File: src/rtl/tdm_demux_pkg.sv
// -----------------------------------------------------------------------------
// tdm_demux_pkg
//   Shared definitions for the 1-to-4 TDM demultiplexer: channel count,
//   select width, select codes and the select-to-one-hot decode helper.
//   Optional feature macro used by the top level: TDM_DEMUX_STATS_EN.
// -----------------------------------------------------------------------------
package tdm_demux_pkg;

    localparam int NUM_CH = 4;
    localparam int SEL_W  = 2;

    typedef enum logic [SEL_W-1:0] {
        CH0 = 2'b00,
        CH1 = 2'b01,
        CH2 = 2'b10,
        CH3 = 2'b11
    } chan_sel_e;

    // Decode a channel select code into a one-hot channel vector.
    function automatic logic [NUM_CH-1:0] sel_onehot(input logic [SEL_W-1:0] sel);
        logic [NUM_CH-1:0] oh;
        case (sel)
            CH0:     oh = 4'b0001;
            CH1:     oh = 4'b0010;
            CH2:     oh = 4'b0100;
            CH3:     oh = 4'b1000;
            default: oh = 4'b0000;
        endcase
        return oh;
    endfunction

endpackage

File: src/rtl/tdm_demux_chan.sv
// -----------------------------------------------------------------------------
// tdm_demux_chan
//   One-entry output buffer with a valid/ready handshake towards a consumer.
//   A fill loads the word and sets valid; a drain (valid & ready) without a
//   fill clears valid while the data register keeps its last value.
//   Fill and drain in the same cycle keep valid high with the new word.
// Ports
//   clk          in   clock, rising edge
//   rst          in   asynchronous active-high reset
//   fill_i       in   load data_i into the buffer this cycle
//   data_i       in   WIDTH word to load
//   ready_i      in   consumer takes the buffered word this cycle
//   valid_o      out  buffer holds a valid word (registered)
//   data_o       out  buffered word (registered)
//   can_accept_o out  buffer is empty or is being drained this cycle
// -----------------------------------------------------------------------------
module tdm_demux_chan #(
    parameter int WIDTH = 1
) (
    input  logic             clk,
    input  logic             rst,
    input  logic             fill_i,
    input  logic [WIDTH-1:0] data_i,
    input  logic             ready_i,
    output logic             valid_o,
    output logic [WIDTH-1:0] data_o,
    output logic             can_accept_o
);

    logic             valid_q;
    logic             valid_d;
    logic [WIDTH-1:0] data_q;
    logic [WIDTH-1:0] data_d;

    // Next-state for the buffer: fill wins over drain so a same-cycle
    // drain and refill produces no bubble.
    always_comb begin
        valid_d = valid_q;
        data_d  = data_q;
        if (fill_i) begin
            valid_d = 1'b1;
            data_d  = data_i;
        end else if (valid_q && ready_i) begin
            valid_d = 1'b0;
        end else begin
            valid_d = valid_q;
            data_d  = data_q;
        end
    end

    // Buffer state registers.
    always_ff @(posedge clk or posedge rst) begin
        if (rst) begin
            valid_q <= 1'b0;
            data_q  <= {WIDTH{1'b0}};
        end else begin
            valid_q <= valid_d;
            data_q  <= data_d;
        end
    end

    assign valid_o      = valid_q;
    assign data_o       = data_q;
    assign can_accept_o = ~valid_q | ready_i;

endmodule

File: src/rtl/tdm_demux4.sv
// -----------------------------------------------------------------------------
// tdm_demux4
//   1-to-4 demultiplexer for a time-multiplexed bus. The word on in_data is
//   routed to the channel selected by {s1,s0} and held in that channel's
//   one-entry buffer until its consumer takes it. in_ready is combinational
//   and reflects only the currently selected channel, so upstream may change
//   the select while stalled.
//   Optional feature: define TDM_DEMUX_STATS_EN to add saturating
//   per-channel accepted-word counters cnt0..cnt3 (parameter CNT_W).
// Ports
//   clk, rst          clock (rising edge), asynchronous active-high reset
//   in_data/in_valid  muxed input word and its valid
//   in_ready          word accepted this cycle when in_valid is also high
//   s1, s0            channel select: 00->ch0 .. 11->ch3
//   out0..out3        channel buffered data
//   v0..v3            channel buffer valid
//   r0..r3            channel consumer ready
//   cnt0..cnt3        channel accepted-word count (stats build only)
// -----------------------------------------------------------------------------
module tdm_demux4
    import tdm_demux_pkg::*;
#(
    parameter int WIDTH = 1
`ifdef TDM_DEMUX_STATS_EN
    , parameter int CNT_W = 8
`endif
) (
    input  logic             clk,
    input  logic             rst,
`ifdef TDM_DEMUX_STATS_EN
    output logic [CNT_W-1:0] cnt0,
    output logic [CNT_W-1:0] cnt1,
    output logic [CNT_W-1:0] cnt2,
    output logic [CNT_W-1:0] cnt3,
`endif
    input  logic [WIDTH-1:0] in_data,
    input  logic             in_valid,
    output logic             in_ready,
    input  logic             s1,
    input  logic             s0,
    output logic [WIDTH-1:0] out0,
    output logic [WIDTH-1:0] out1,
    output logic [WIDTH-1:0] out2,
    output logic [WIDTH-1:0] out3,
    output logic             v0,
    output logic             v1,
    output logic             v2,
    output logic             v3,
    input  logic             r0,
    input  logic             r1,
    input  logic             r2,
    input  logic             r3
);

    logic [SEL_W-1:0]  sel_s;
    logic [NUM_CH-1:0] ready_s;
    logic [NUM_CH-1:0] can_accept_s;
    logic [NUM_CH-1:0] valid_s;
    logic [NUM_CH-1:0] fill_s;
    logic [WIDTH-1:0]  data_s [NUM_CH];
    logic              accept_s;

    assign sel_s    = {s1, s0};
    assign ready_s  = {r3, r2, r1, r0};
    assign in_ready = can_accept_s[sel_s];
    assign accept_s = in_valid & in_ready;

    // Route an accepted word to exactly one channel; nothing is filled
    // while the input is idle or stalled.
    always_comb begin
        fill_s = {NUM_CH{1'b0}};
        if (accept_s) begin
            fill_s = sel_onehot(sel_s);
        end else begin
            fill_s = {NUM_CH{1'b0}};
        end
    end

    for (genvar k = 0; k < NUM_CH; k++) begin : g_chan
        tdm_demux_chan #(
            .WIDTH(WIDTH)
        ) u_chan (
            .clk          (clk),
            .rst          (rst),
            .fill_i       (fill_s[k]),
            .data_i       (in_data),
            .ready_i      (ready_s[k]),
            .valid_o      (valid_s[k]),
            .data_o       (data_s[k]),
            .can_accept_o (can_accept_s[k])
        );
    end

    assign out0 = data_s[0];
    assign out1 = data_s[1];
    assign out2 = data_s[2];
    assign out3 = data_s[3];
    assign v0   = valid_s[0];
    assign v1   = valid_s[1];
    assign v2   = valid_s[2];
    assign v3   = valid_s[3];

`ifdef TDM_DEMUX_STATS_EN
    localparam logic [CNT_W-1:0] CNT_MAX = {CNT_W{1'b1}};

    logic [CNT_W-1:0] cnt_q [NUM_CH];
    logic [CNT_W-1:0] cnt_d [NUM_CH];

    // Saturating increment on each accept to the channel; never wraps.
    always_comb begin
        for (int k = 0; k < NUM_CH; k++) begin
            cnt_d[k] = cnt_q[k];
            if (fill_s[k] && (cnt_q[k] != CNT_MAX)) begin
                cnt_d[k] = cnt_q[k] + {{(CNT_W-1){1'b0}}, 1'b1};
            end else begin
                cnt_d[k] = cnt_q[k];
            end
        end
    end

    // Counter registers, cleared only by reset.
    always_ff @(posedge clk or posedge rst) begin
        if (rst) begin
            for (int k = 0; k < NUM_CH; k++) begin
                cnt_q[k] <= {CNT_W{1'b0}};
            end
        end else begin
            for (int k = 0; k < NUM_CH; k++) begin
                cnt_q[k] <= cnt_d[k];
            end
        end
    end

    assign cnt0 = cnt_q[0];
    assign cnt1 = cnt_q[1];
    assign cnt2 = cnt_q[2];
    assign cnt3 = cnt_q[3];
`else
    // No statistics in this build.
`endif

endmodule

File: config.mk
export PLATFORM = sky130hd
export DESIGN_NAME = tdm_demux4
export DESIGN_NICKNAME = d
export VERILOG_FILES = /design/src/rtl/tdm_demux_pkg.sv /design/src/rtl/tdm_demux_chan.sv /design/src/rtl/tdm_demux4.sv
export SDC_FILE = /design/constraint.sdc
export NUM_CORES = 1
export LEC_CHECK = 0
export ABC_AREA = 1
export CORE_AREA = 4 4 41 43
export DETAILED_ROUTE_END_ITERATION = 6
export DIE_AREA = 0 0 45 47
export PLACE_DENSITY_LB_ADDON = 0.1
export SETUP_SLACK_MARGIN = 0.15
export SYNTH_ARGS = -nofsm -noshare
export SYNTH_HDL_FRONTEND = slang
export SYNTH_HIERARCHICAL = 1
export SYNTH_SLANG_ARGS = --single-unit
export TNS_END_PERCENT = 50
File: constraint.sdc
create_clock -name clk -period 1.2 [get_ports clk]
set_clock_uncertainty 0.1 [all_clocks]
set_input_delay 0.24 -clock clk [delete_from_list [all_inputs] [get_ports clk]]
set_output_delay 0.24 -clock clk [all_outputs]
set_load 0.05 [all_outputs]
==> run metrics, run 1 <==
internal power=684 uW; fmax=667 MHz; via count=492; Cells after DPL=100; Detail Route Antenna Nets=0; GPL Wtd Cong=0.691; fraction of layout cells with a size suffix above 1=56.6%; Final period util=125%; first-pass GRT wire length=1820 um; Detailed Route WL=1190 um; # diodes=0; fin crit period=1500 ps; PnR Total Power=1080 uW; worst path cell trace=nand2_2 > nand2_2 > nand2_4 > nand2_4 > nand2_8 > buf_12; max cap viols=0; worst setup margin=-300 ps; nets=111; pwr dens=1120 nW/um^2; status=complete, but fails checks; CTS clk-pin slew, worst paths=50 ps; Relative slew margins=84.6%; Netlist cell types=7; overall overflow remaining after global route=0; Layout Cells excl Fill=114; Avg WL per Cell=10.5 um; Final Max Slew Viols=0; clock root buffer=clkbuf_4; TritonRoute pass-1 iters=4; IO Count=19; Filler cells=105; final hold vios=0; Tot GR Track Use=12.4%; nature of the critical path endpoint=primary output; hold crit path type=input pin to asynchronous set/reset pin; initial core utilization=32.5%; post-synthesis cell count=60; # DRC=0; FP Rows=13; CTS Hold Buffers Added=0; setup TNS=-1690 ps; Leak=0.000526 uW; final setup fails=11; combinational power share=48.3%; max incr delay on CP=410 ps; vias in the first global route=447; Slowest cell on crit path=dfrtp_2; area delta synth->final=127%; syn_area_per_cell=7.05 sq um; First DRT Iteration DRCs=4; Peak VDD IR=667 uV; Core Box Area=1300 sq um; Vias/cell=4.32; syn nets=70; Final Core Density=73.8%; CTS Sinks=8; largest net degree at the start of global routing=6; initial antenna violation count=0; Max Buffers Root-to-Sink=2; Port Buffers=18; violations in the final reports=negative setup slack; RSZ-0062 raised after global routing=yes; synthesized area=423 sq um; commonest non-fill, non-tap cell in the layout=nand2_1; Worst Tran Pin Value=231 ps; register area share after synthesis=47.3%; clock share of power=19.4%; Setup CP Type=register to primary output; Chip Height=47 um; most frequent cells in the layout=17 x nand2_1, 11 x nand2_2, 11 x inv_1; synth warn=6; total die area=2120 sq um; Sw Share=36.4%; H-tree depth=1; clk_lat worst skew=260 ps; die width=45 um; net switching power figure=392 uW; CTS tree=done; CP startpoint kind=register; hpwl dp=786 um; crit path DAT=1160 ps; Critical Path RT=860 ps; Seq pwr share=32.3%; post-synthesis register bit count=8; CTS buffer count=3; Max FO, Critical Path=2
cell type report:
cell class                      instances  area (sq um)  area share, %
Tap cell                               15          18.8           1.95
Multi-Input combinational cell         36           221           23.0
Inverter                               16          60.1           6.25
Timing Repair Buffer                   36           433           45.1
Clock buffer                            3          22.5           2.34
Sequential cell                         8           205           21.4
stage by stage:
stage	hold WS, ps	setup slack, ps	area, sq um
floorplan	-119	-238	459
global route	188	-351	961
detailed placement	378	-514	801
CTS	175	-295	903
global placement	374	-495	801
finish	169	-300	961
layer usage:
metal | up-vias | GRT usage (%) | wire length, um
met5 | - | 0 | 0
met3 | 2 | 3.07 | 99
li1 | 249 | - | -
met1 | 225 | 15.0 | 475
met2 | 16 | 20.1 | 591
met4 | 0 | 7.02 | 26
sequential cells by signal, summed over array words and instances, names as in the netlist:
name / count
g_chan.u_chan/data_o: 4
g_chan.u_chan/valid_o: 4
path summary, 6_finish.rpt:
path / startpoint / endpoint / slack [ps] / cells after the start
max in group asynchronous: rst / g_chan[1].u_chan/valid_o$_DFFE_PP0P_ / 690 / 2
max reg2reg: g_chan[3].u_chan/valid_o$_DFFE_PP0P_ / g_chan[3].u_chan/valid_o$_DFFE_PP0P_ / -280 / 10
max: g_chan[1].u_chan/valid_o$_DFFE_PP0P_ / in_ready / -300 / 6
min: rst / g_chan[2].u_chan/valid_o$_DFFE_PP0P_ / 170 / 2
min reg2reg: g_chan[2].u_chan/valid_o$_DFFE_PP0P_ / g_chan[2].u_chan/valid_o$_DFFE_PP0P_ / 410 / 2
min in group clk: r2 / g_chan[2].u_chan/valid_o$_DFFE_PP0P_ / 240 / 4
synth_stat cells:
cell type	n	area, sq um
dfrtp_1	8	200
inv_2	1	3.75
nor2_1	2	7.51
nand2_2	9	56.3
nand4_1	2	12.5
nand2_1	23	86.3
inv_1	15	56.3
worst max-delay path: cells and delay by family (launching register included):
kind	cells	cell delay [ps]
AND/OR/NAND/NOR	5	370
flip-flops	1	410
buffers and inverters	1	130
timing repair:
action / CTS / global route
buffers inserted: 8 / 3
resized for setup: 15 / 13
setup endpoints to repair: 17 / 17
pin swaps: 11 / 7
power by group through the flow:
stage	clock network (uW)	registers (uW)	logic, uW
after detailed placement	0	351	469
after floorplan	0	465	92.3
after global placement	0	349	467
after CTS	209	347	496
after global routing	221	352	547
final	209	348	520
cells by family after synthesis:
group,synth area share (%)
buffers and inverters,14.2
AND/OR/NAND/NOR,38.5
flip-flops,47.3
Power figures use the tool's default switching activity.
==> inputs of run 2 (changes only) <==
--- a/config.mk
+++ b/config.mk
@@ -9,7 +9,9 @@
 export CORE_AREA = 4 4 41 43
 export DETAILED_ROUTE_END_ITERATION = 6
 export DIE_AREA = 0 0 45 47
+export GPL_ROUTABILITY_DRIVEN = 0
 export PLACE_DENSITY_LB_ADDON = 0.1
+export REMOVE_ABC_BUFFERS = 1
 export SETUP_SLACK_MARGIN = 0.15
 export SYNTH_ARGS = -nofsm -noshare
 export SYNTH_HDL_FRONTEND = slang
==> run 2 against run 1 <==
- the run still ends with negative setup slack left
- die area is the same
- wire length grew 2.6%
- sequential share of layout area grew 0.12 points
- largest power group unchanged
- combinational power shrank 2%
- critical endpoint unchanged
==> run metrics, run 2 (synthesis results as in run 1) <==
Port Buffers=18 (unchanged); r2r setup slk=-240 ps (was -280 ps); fmax=677 MHz (was 667 MHz); CP startpoint kind=register (unchanged); Critical Path RT=860 ps (about the same); crit path DAT=1140 ps (was 1160 ps); area delta synth->final=120% (was 127%); Detailed Route WL=1220 um (was 1190 um); Reg-to-Reg End=g_chan[0].u_chan/valid_o$_DFFE_PP0P_ (was g_chan[3].u_chan/valid_o$_DFFE_PP0P_); Final Max Slew Viols=0 (unchanged); total die area=2120 sq um (unchanged); TritonRoute pass-1 iters=4 (unchanged); # diodes=0 (unchanged); worst r2r path cells=9 (was 10); via count=498 (was 492); Core Box Area=1300 sq um (unchanged); FP Rows=13 (unchanged); status=complete, but fails checks (unchanged); # DRC=0 (unchanged); initial core utilization=32.5% (unchanged); CTS Sinks=8 (unchanged); Filler cells=98 (was 105); First DRT Iteration DRCs=11 (was 4); vias in the first global route=505 (was 447); Avg WL per Cell=10.6 um (was 10.5 um); violations in the final reports=negative setup slack (unchanged); RSZ-0062 raised after global routing=yes (unchanged); RR Startpoint=g_chan[0].u_chan/valid_o$_DFFE_PP0P_ (was g_chan[3].u_chan/valid_o$_DFFE_PP0P_); nets=113 (was 111); Chip Height=47 um (unchanged); IO Count=19 (unchanged); CTS buffer count=3 (unchanged); hold crit path type=input pin to asynchronous set/reset pin (unchanged); Vias/cell=4.29 (was 4.32); met2 Usage GRT=24.0% (was 20.1%); Max FO, Critical Path=3 (was 2); fraction of layout cells with a size suffix above 1=49.5% (was 56.6%); overall overflow remaining after global route=0 (unchanged); Max Buffers Root-to-Sink=2 (unchanged); Tot GR Track Use=14.0% (was 12.4%); Leak=0.000530 uW (was 0.000526 uW); DP Area=772 sq um (was 801 sq um); M3 GR Usage=4.60% (was 3.07%); H-tree depth=1 (unchanged); pwr dens=1130 nW/um^2 (was 1120 nW/um^2); max cap viols=0 (unchanged); Relative slew margins=85.2% (was 84.6%); CTS clk-pin slew, worst paths=50 ps (about the same); Final period util=123% (was 125%); most frequent cells in the layout=20 x nand2_1, 14 x buf_4, 12 x inv_1, 10 x nand2_2, 9 x buf_12 (was 17 x nand2_1, 11 x nand2_2, 11 x inv_1); hpwl dp=764 um (was 786 um); Detail Route Antenna Nets=0 (unchanged); nature of the critical path endpoint=primary output (unchanged); Worst Tran Pin Value=222 ps (was 231 ps); first-pass GRT wire length=2010 um (was 1820 um); CTS tree=done (unchanged); die width=45 um (unchanged); final instance area=932 sq um (was 961 sq um); Peak VDD IR=764 uV (was 667 uV); setup TNS=-1580 ps (was -1690 ps); gr busiest metal=met2 (unchanged); M1 GR Usage=14.1% (was 15.0%); final setup fails=11 (unchanged); worst setup margin=-276 ps (was -300 ps); fin crit period=1480 ps (was 1500 ps); clock root buffer=clkbuf_4 (unchanged); clk_lat worst skew=250 ps (was 260 ps); commonest non-fill, non-tap cell in the layout=nand2_1 (unchanged); largest net degree at the start of global routing=6 (unchanged); Setup CP Type=register to primary output (unchanged); final hold vios=0 (unchanged); initial antenna violation count=0 (unchanged)
-- run 2: changes by cell type in the layout (fill, tap and decap cells not counted), sizes merged --
| cell | delta |
|---|---|
| dlygate4sd2 | +1 |
| clkdlybuf4s15 | -1 |
| buf | +2 |
-- run 2: worst max-delay path, stage by stage (launching register included) --
cell     delay (ps)
dfrtp_1         390
nand2_2          70
nand2_1          60
nand2_2          90
nand2_2          70
nand2_4          80
buf_12          130
-- run 2: worst max path at each step --
stage	from	endpoint	slack [ps]	depth (start not counted)
after floorplan	g_chan[1].u_chan/valid_o$_DFFE_PP0P_	g_chan[2].u_chan/data_o$_DFFE_PP0P_	-470	10
after global placement	s0	g_chan[2].u_chan/data_o$_DFFE_PP0P_	-500	11
after detailed placement	s0	g_chan[3].u_chan/data_o$_DFFE_PP0P_	-530	11
after CTS	g_chan[1].u_chan/valid_o$_DFFE_PP0P_	in_ready	-280	6
after global routing	g_chan[1].u_chan/valid_o$_DFFE_PP0P_	in_ready	-360	6
final	g_chan[0].u_chan/valid_o$_DFFE_PP0P_	in_ready	-280	6
-- run 2: metal layers --
metal	vias to the layer above	wire length, um
met1	224	486
li1	254	-
met3	2	104
met5	-	0
met4	0	12
met2	18	620
-- run 2: per-stage QoR --
stage          total power (uW)  cells  hold slack, ps  setup slack (ps)  util (%)
6_report                   1050    116             162              -276      71.6
3_5_place_dp                802    101             405              -530      59.3
3_3_place_gp                799    101             384              -496      59.3
2_1_floorplan               539     60            -119              -472         -
4_1_cts                    1050    114             166              -281      69.7
5_1_grt                    1120    116             159              -360      71.6
-- run 2: power breakdown --
part	switching [uW]	total, uW	internal (uW)
registers	38.3	345	307
logic	253	509	256
clock network	83.5	197	114
-- run 2: final cells by class --
cell class / count / area (sq um) / share of cell area (%)
repair buffers: 38 / 435 / 46.7
well taps: 15 / 18.8 / 2.01
multi-input cells: 36 / 195 / 20.9
clock buffers: 3 / 22.5 / 2.42
inverters: 16 / 60.1 / 6.44
flip-flops and latches: 8 / 200 / 21.5
-- run 2: repair_timing --
item                                    in CTS  in global routing
endpoints found under the setup margin      17                 17
pin swaps                                    9                  0
setup buffers                               10                  2
gates resized for setup                     18                  6
hold buffers                                 0                  0
